## src/rtl/tt_um_alu_seq.sv

```systemverilog
// Sequential byte ALU: takes operand A with an opcode, then operand B, and
// returns a 16-bit result as two bytes under an rd_ack handshake.
module tt_um_alu_seq (
    input  logic       clk,
    input  logic       rst_n,
    input  logic       ena,
    input  logic [7:0] ui_in,
    input  logic [7:0] uio_in,
    output logic [7:0] uo_out,
    output logic [7:0] uio_out,
    output logic [7:0] uio_oe
);

    localparam logic [2:0] IDLE   = 3'd0;
    localparam logic [2:0] WAIT_B = 3'd1;
    localparam logic [2:0] EXEC   = 3'd2;
    localparam logic [2:0] OUT_LO = 3'd3;
    localparam logic [2:0] OUT_HI = 3'd4;

    localparam logic [2:0] OP_ADD = 3'd0;
    localparam logic [2:0] OP_SUB = 3'd1;
    localparam logic [2:0] OP_AND = 3'd2;
    localparam logic [2:0] OP_OR  = 3'd3;
    localparam logic [2:0] OP_XOR = 3'd4;
    localparam logic [2:0] OP_MUL = 3'd5;
    localparam logic [2:0] OP_SHL = 3'd6;
    localparam logic [2:0] OP_CMP = 3'd7;

    logic [2:0]  state;
    logic [7:0]  a_reg;
    logic [7:0]  b_reg;
    logic [2:0]  op_reg;
    logic [15:0] r_reg;
    logic [2:0]  mul_cnt;

    logic        in_valid;
    logic [2:0]  opcode;
    logic        rd_ack;
    logic        in_ready;
    logic        out_valid;
    logic        out_sel;
    logic [15:0] alu_result;
    logic [15:0] mul_addend;
    logic        unused_ok;

    assign in_valid  = uio_in[0];
    assign opcode    = uio_in[3:1];
    assign rd_ack    = uio_in[4];
    assign unused_ok = &{1'b0, uio_in[7:5]};

    assign in_ready  = (state == IDLE) || (state == WAIT_B);
    assign out_valid = (state == OUT_LO) || (state == OUT_HI);
    assign out_sel   = (state == OUT_HI);

    // Single-cycle operations; MUL is accumulated separately in EXEC.
    always_comb begin
        alu_result = 16'h0000;
        case (op_reg)
            OP_ADD: alu_result = {8'h00, a_reg} + {8'h00, b_reg};
            OP_SUB: begin
                alu_result[7:0]  = a_reg - b_reg;
                alu_result[15:8] = (a_reg < b_reg) ? 8'hFF : 8'h00;
            end
            OP_AND: alu_result = {8'h00, a_reg & b_reg};
            OP_OR:  alu_result = {8'h00, a_reg | b_reg};
            OP_XOR: alu_result = {8'h00, a_reg ^ b_reg};
            OP_SHL: alu_result = {8'h00, a_reg} << b_reg[2:0];
            OP_CMP: alu_result = {13'b0, a_reg > b_reg, a_reg == b_reg, a_reg < b_reg};
            default: alu_result = 16'h0000;
        endcase
    end

    // One bit of B per EXEC cycle: add A shifted by the bit position.
    assign mul_addend = b_reg[mul_cnt] ? ({8'h00, a_reg} << mul_cnt) : 16'h0000;

    always_ff @(posedge clk or negedge rst_n) begin
        if (!rst_n) begin
            state   <= IDLE;
            a_reg   <= 8'h00;
            b_reg   <= 8'h00;
            op_reg  <= 3'd0;
            r_reg   <= 16'h0000;
            mul_cnt <= 3'd0;
        end else if (ena) begin
            case (state)
                IDLE: begin
                    if (in_valid) begin
                        a_reg  <= ui_in;
                        op_reg <= opcode;
                        state  <= WAIT_B;
                    end
                end
                WAIT_B: begin
                    if (in_valid) begin
                        b_reg   <= ui_in;
                        r_reg   <= 16'h0000;
                        mul_cnt <= 3'd0;
                        state   <= EXEC;
                    end
                end
                EXEC: begin
                    if (op_reg == OP_MUL) begin
                        r_reg   <= r_reg + mul_addend;
                        mul_cnt <= mul_cnt + 3'd1;
                        if (mul_cnt == 3'd7) begin
                            state <= OUT_LO;
                        end
                    end else begin
                        r_reg <= alu_result;
                        state <= OUT_LO;
                    end
                end
                OUT_LO: begin
                    if (rd_ack) begin
                        state <= OUT_HI;
                    end
                end
                OUT_HI: begin
                    if (rd_ack) begin
                        state <= IDLE;
                    end
                end
                default: state <= IDLE;
            endcase
        end
    end

    assign uo_out  = (state == OUT_LO) ? r_reg[7:0] :
                     (state == OUT_HI) ? r_reg[15:8] : 8'h00;
    assign uio_out = {out_sel, out_valid, in_ready, 5'b00000};
    assign uio_oe  = 8'hE0;

endmodule

```

## config.mk

```make
export PLATFORM = sky130hd
export DESIGN_NAME = tt_um_alu_seq
export DESIGN_NICKNAME = d
export VERILOG_FILES = /design/src/rtl/tt_um_alu_seq.sv
export SDC_FILE = /design/constraint.sdc
export NUM_CORES = 1
export LEC_CHECK = 0
export ABC_AREA = 1
export CAP_MARGIN = 20
export CORE_ASPECT_RATIO = 0.75
export CORE_UTILIZATION = 60
export CTS_CLUSTER_SIZE = 14
export DETAILED_ROUTE_END_ITERATION = 7
export PLACE_DENSITY_LB_ADDON = 0.25
export SETUP_SLACK_MARGIN = 0.05
export SYNTH_ARGS = -nofsm -noshare
export SYNTH_HDL_FRONTEND = slang
export SYNTH_SLANG_ARGS = --single-unit
```

## constraint.sdc

```tcl
create_clock -name clk -period 2.85 [get_ports clk]
set_input_delay 0.57 -clock clk [delete_from_list [all_inputs] [get_ports clk]]
set_output_delay 0.57 -clock clk [all_outputs]
set_load 0.02 [all_outputs]
```

==> run_results.csv <==
group,metric,value,unit
synthesis,synthMostInstantiatedCell,"nand2_1",
critical_path,reg2reg_slack,0.18,ns
critical_path,reg2reg_to,"r_reg[15]",
pwr,p_clk_frac,0.081,
die,initial_core_util,0.617,
final_layout,syn2layout_area_growth,13.0,%
cts,htreeDepth,2,
die,die_y,82.8,µm
critical_path,crit_fanout,8,
pwr,power.density,1270,nW/µm²
global_route,grt_use_total,0.371,
critical_path,critPathKind,"reg2reg",
die,num_rows,29,
timing,final.setup.tns,0,ns
timing,worst_pin_slew,0.707,ns
timing,final_hold_viol_count,0,
die,fp.dieW,110,µm
global_route,grt_max_degree,42,
pwr,p_switching,4.38,mW
global_route,antenna_found_initial,0,
pwr,seq_power_share,0.159,
synthesis,synth-edff-count,0,
global_route,grt_first_pass_wirelength,25.2,mm
synthesis,ys.flop_type,"dfrtp_1",
status,status,"complete, no violations",
pwr,combPwrFrac,0.760,
cts,clockBufferDepth,2,
timing,min_period_over_period,0.937,
pwr,peakVddDrop,0.000819,V
route,vias,5700,
placement,dp.cells,1000,
route,via_per_inst,5.64,
pwr,p_int,3.12,mW
synthesis,ys_ff_latch,41,
critical_path,critPathArrivalTime,2.86,ns
route,wirelength,16.1,mm
final_layout,n_antenna_cell,0,
timing,rsz0062_at_grt,"yes",
global_route,grt-ovfl-total,0,
critical_path,cp.required,3.04,ns
placement,dp_hpwl,12.8,mm
timing,slew_headroom,0.525,
synthesis,yosysUniqueCellTypes,43,
route,drc,0,
critical_path,r2r_cells,19,
timing,fmax,375,MHz
cts,insertion_delay,0.29,ns
cts,clkSinkCount,41,
placement,place_congestion,0.967,
pwr,p_sw_frac,0.584,
pwr,leakage,3.16,nW
final_layout,fillers,751,
run,maxCapViolCount,0,
die,core-area,8450,µm²
route,drt-initial-drc-count,779,
synthesis,syn_inst,870,
synthesis,synth.area.top_cells,"nand2_1 20%, dfrtp_1 20%, ha_1 11%",
synthesis,ys_seq_area_frac,0.197,
timing,finClkSkew,0.00365,ns
placement,dp_slack,0.0379,ns
cts,cts_tree,"yes",
critical_path,r2r-start,"mul_cnt[0]",
synthesis,synthArstFlopShare,1.00,
die,die_area,9080,µm²
synthesis,syn_avg_cell_area,6.00,µm²
timing,fin_ws,0.180,ns
final_layout,largest_register_ffs,16,
timing,period_minus_slack,2.67,ns
final_layout,nNetsFinal,969,
cts,numCtsBuffers,5,
synthesis,synth_commonest_cells,"276 x nand2_1, 119 x inv_1, 91 x nand3_1",
synthesis,synth_largest_type_area_fraction,0.199,
global_route,grt_pass1_vias,5023,
timing,slew_viol_final,0,
placement,portBuffers,26,
critical_path,endpoint_kind,"register",
synthesis,synth_top_area_cell,"nand2_1",
die,num_io_pins,43,
final_layout,drive_gt1_frac,0.113,
route,wl_per_cell,16.0,µm
cts,clockRootBuffer,"clkbuf_16",
synthesis,syn-cell-area,5220,µm²
route,drtAntennaViolNets,0,
hold_path,hold_path_class,"in2async",
critical_path,critPathLaunchType,"register",
route,firstDrtPassIters,6,
cts,clk_pin_slew,0.07,ns
synthesis,ys_warn_count,0,
final_layout,final_cell_count_no_fill,1011,
timing,setup_viol,0,
repair_timing:
action                     in CTS  in global routing
cloned                          0                  0
setup endpoints to repair       4                 12
resized for setup               4                 42
pin swaps                       0                  6
hold buffers                    0                  0
buffers inserted                0                  2
power groups by stage:
stage,logic (mW),clock network [mW],registers [mW]
after floorplan,3.86,0,1.05
after global placement,5.07,0,1.15
after detailed placement,5.20,0,1.16
after CTS,5.26,0.612,1.15
after global routing,6.33,0.633,1.22
final,5.71,0.606,1.19
routing by layer:
layer  up-vias  track usage  share of wire
li1       2801            -              -
met1      2576        0.539           0.46
met2       298        0.556           0.41
met3        25       0.0937           0.12
met4         0       0.0627          0.011
met5         -            0              0
area by class of cell:
class | count | area [µm²] | share of cell area
multi-input cells | 661 | 3580 | 0.607
flip-flops and latches | 41 | 1030 | 0.174
inverters | 140 | 536 | 0.0908
repair buffers | 53 | 470 | 0.0798
well taps | 108 | 135 | 0.0229
clock buffers | 5 | 125 | 0.0212
clock inverters | 3 | 21.3 | 0.00361
logic make-up after synthesis:
kind of cell	share of synthesized area
AND/OR/NAND/NOR	0.415
buffers and inverters	0.154
AO/OA/AOI/OAI	0.108
adder cells (fa/ha/maj)	0.119
flip-flops	0.197
other	0.00144
XOR/XNOR	0.00336
multiplexers	0.00192
critical path, stage by stage, from the launching register on:
cell	delay, ns
dfrtp_2	0.45
buf_4	0.18
a21oi_1	0.14
o21ai_0	0.09
nand2_1	0.11
nand2_2	0.12
nand2_4	0.11
o21ai_0	0.09
inv_1	0.14
ha_4	0.23
nand2_2	0.10
inv_1	0.08
a21oi_2	0.18
nand2_2	0.13
nand2_1	0.10
nand2_1	0.05
nand2_1	0.06
nand3_1	0.07
nand2_1	0.08
nand2_1	0.05
through the flow:
step / hold WS, ns / util / power (mW) / area [µm²]
5_1_grt: 0.154 / 0.697 / 8.19 / 5900
4_1_cts: 0.466 / 0.676 / 7.03 / 5710
3_5_place_dp: 0.503 / 0.658 / 6.37 / 5560
3_3_place_gp: 0.494 / 0.658 / 6.22 / 5560
6_report: 0.142 / 0.697 / 7.51 / 5900
2_1_floorplan: 0.274 / - / 4.91 / 5260
placed cells by master, fill, tap and decap left out, types with 3 or more instances in the layout:
cell / netlist / final
a21oi_1: 38 / 36
a21oi_2: 1 / 3
and2_1: 3 / 3
buf_4: 22 / 26
clkbuf_16: 0 / 5
clkdlybuf4s50_1: 0 / 25
clkinv_1: 5 / 5
conb_1: 2 / 13
dfrtp_1: 41 / 39
fa_1: 3 / 3
ha_1: 45 / 37
ha_4: 0 / 6
inv_1: 119 / 118
inv_2: 13 / 13
inv_4: 3 / 4
nand2_1: 276 / 270
nand2_2: 4 / 9
nand2_4: 2 / 3
nand3_1: 91 / 89
nand3_2: 2 / 4
nand4_1: 17 / 17
nor2_1: 73 / 69
nor2_2: 2 / 6
nor2_4: 5 / 5
nor3_1: 8 / 8
o21ai_0: 49 / 38
o21ai_1: 8 / 17
worst max-delay path by stage:
stage                from  slack, ns   endpoint  cells past startpoint
4_1_cts        mul_cnt[0]       0.05  r_reg[15]                     19
3_3_place_gp   mul_cnt[0]       0.14  r_reg[11]                     18
3_5_place_dp   mul_cnt[0]       0.04   r_reg[8]                     19
6_report       mul_cnt[0]       0.18  r_reg[15]                     19
2_1_floorplan    b_reg[1]       0.36   r_reg[8]                     20
5_1_grt        mul_cnt[0]      0.004  r_reg[11]                     19
No activity file was read; power rests on OpenSTA's default activity.
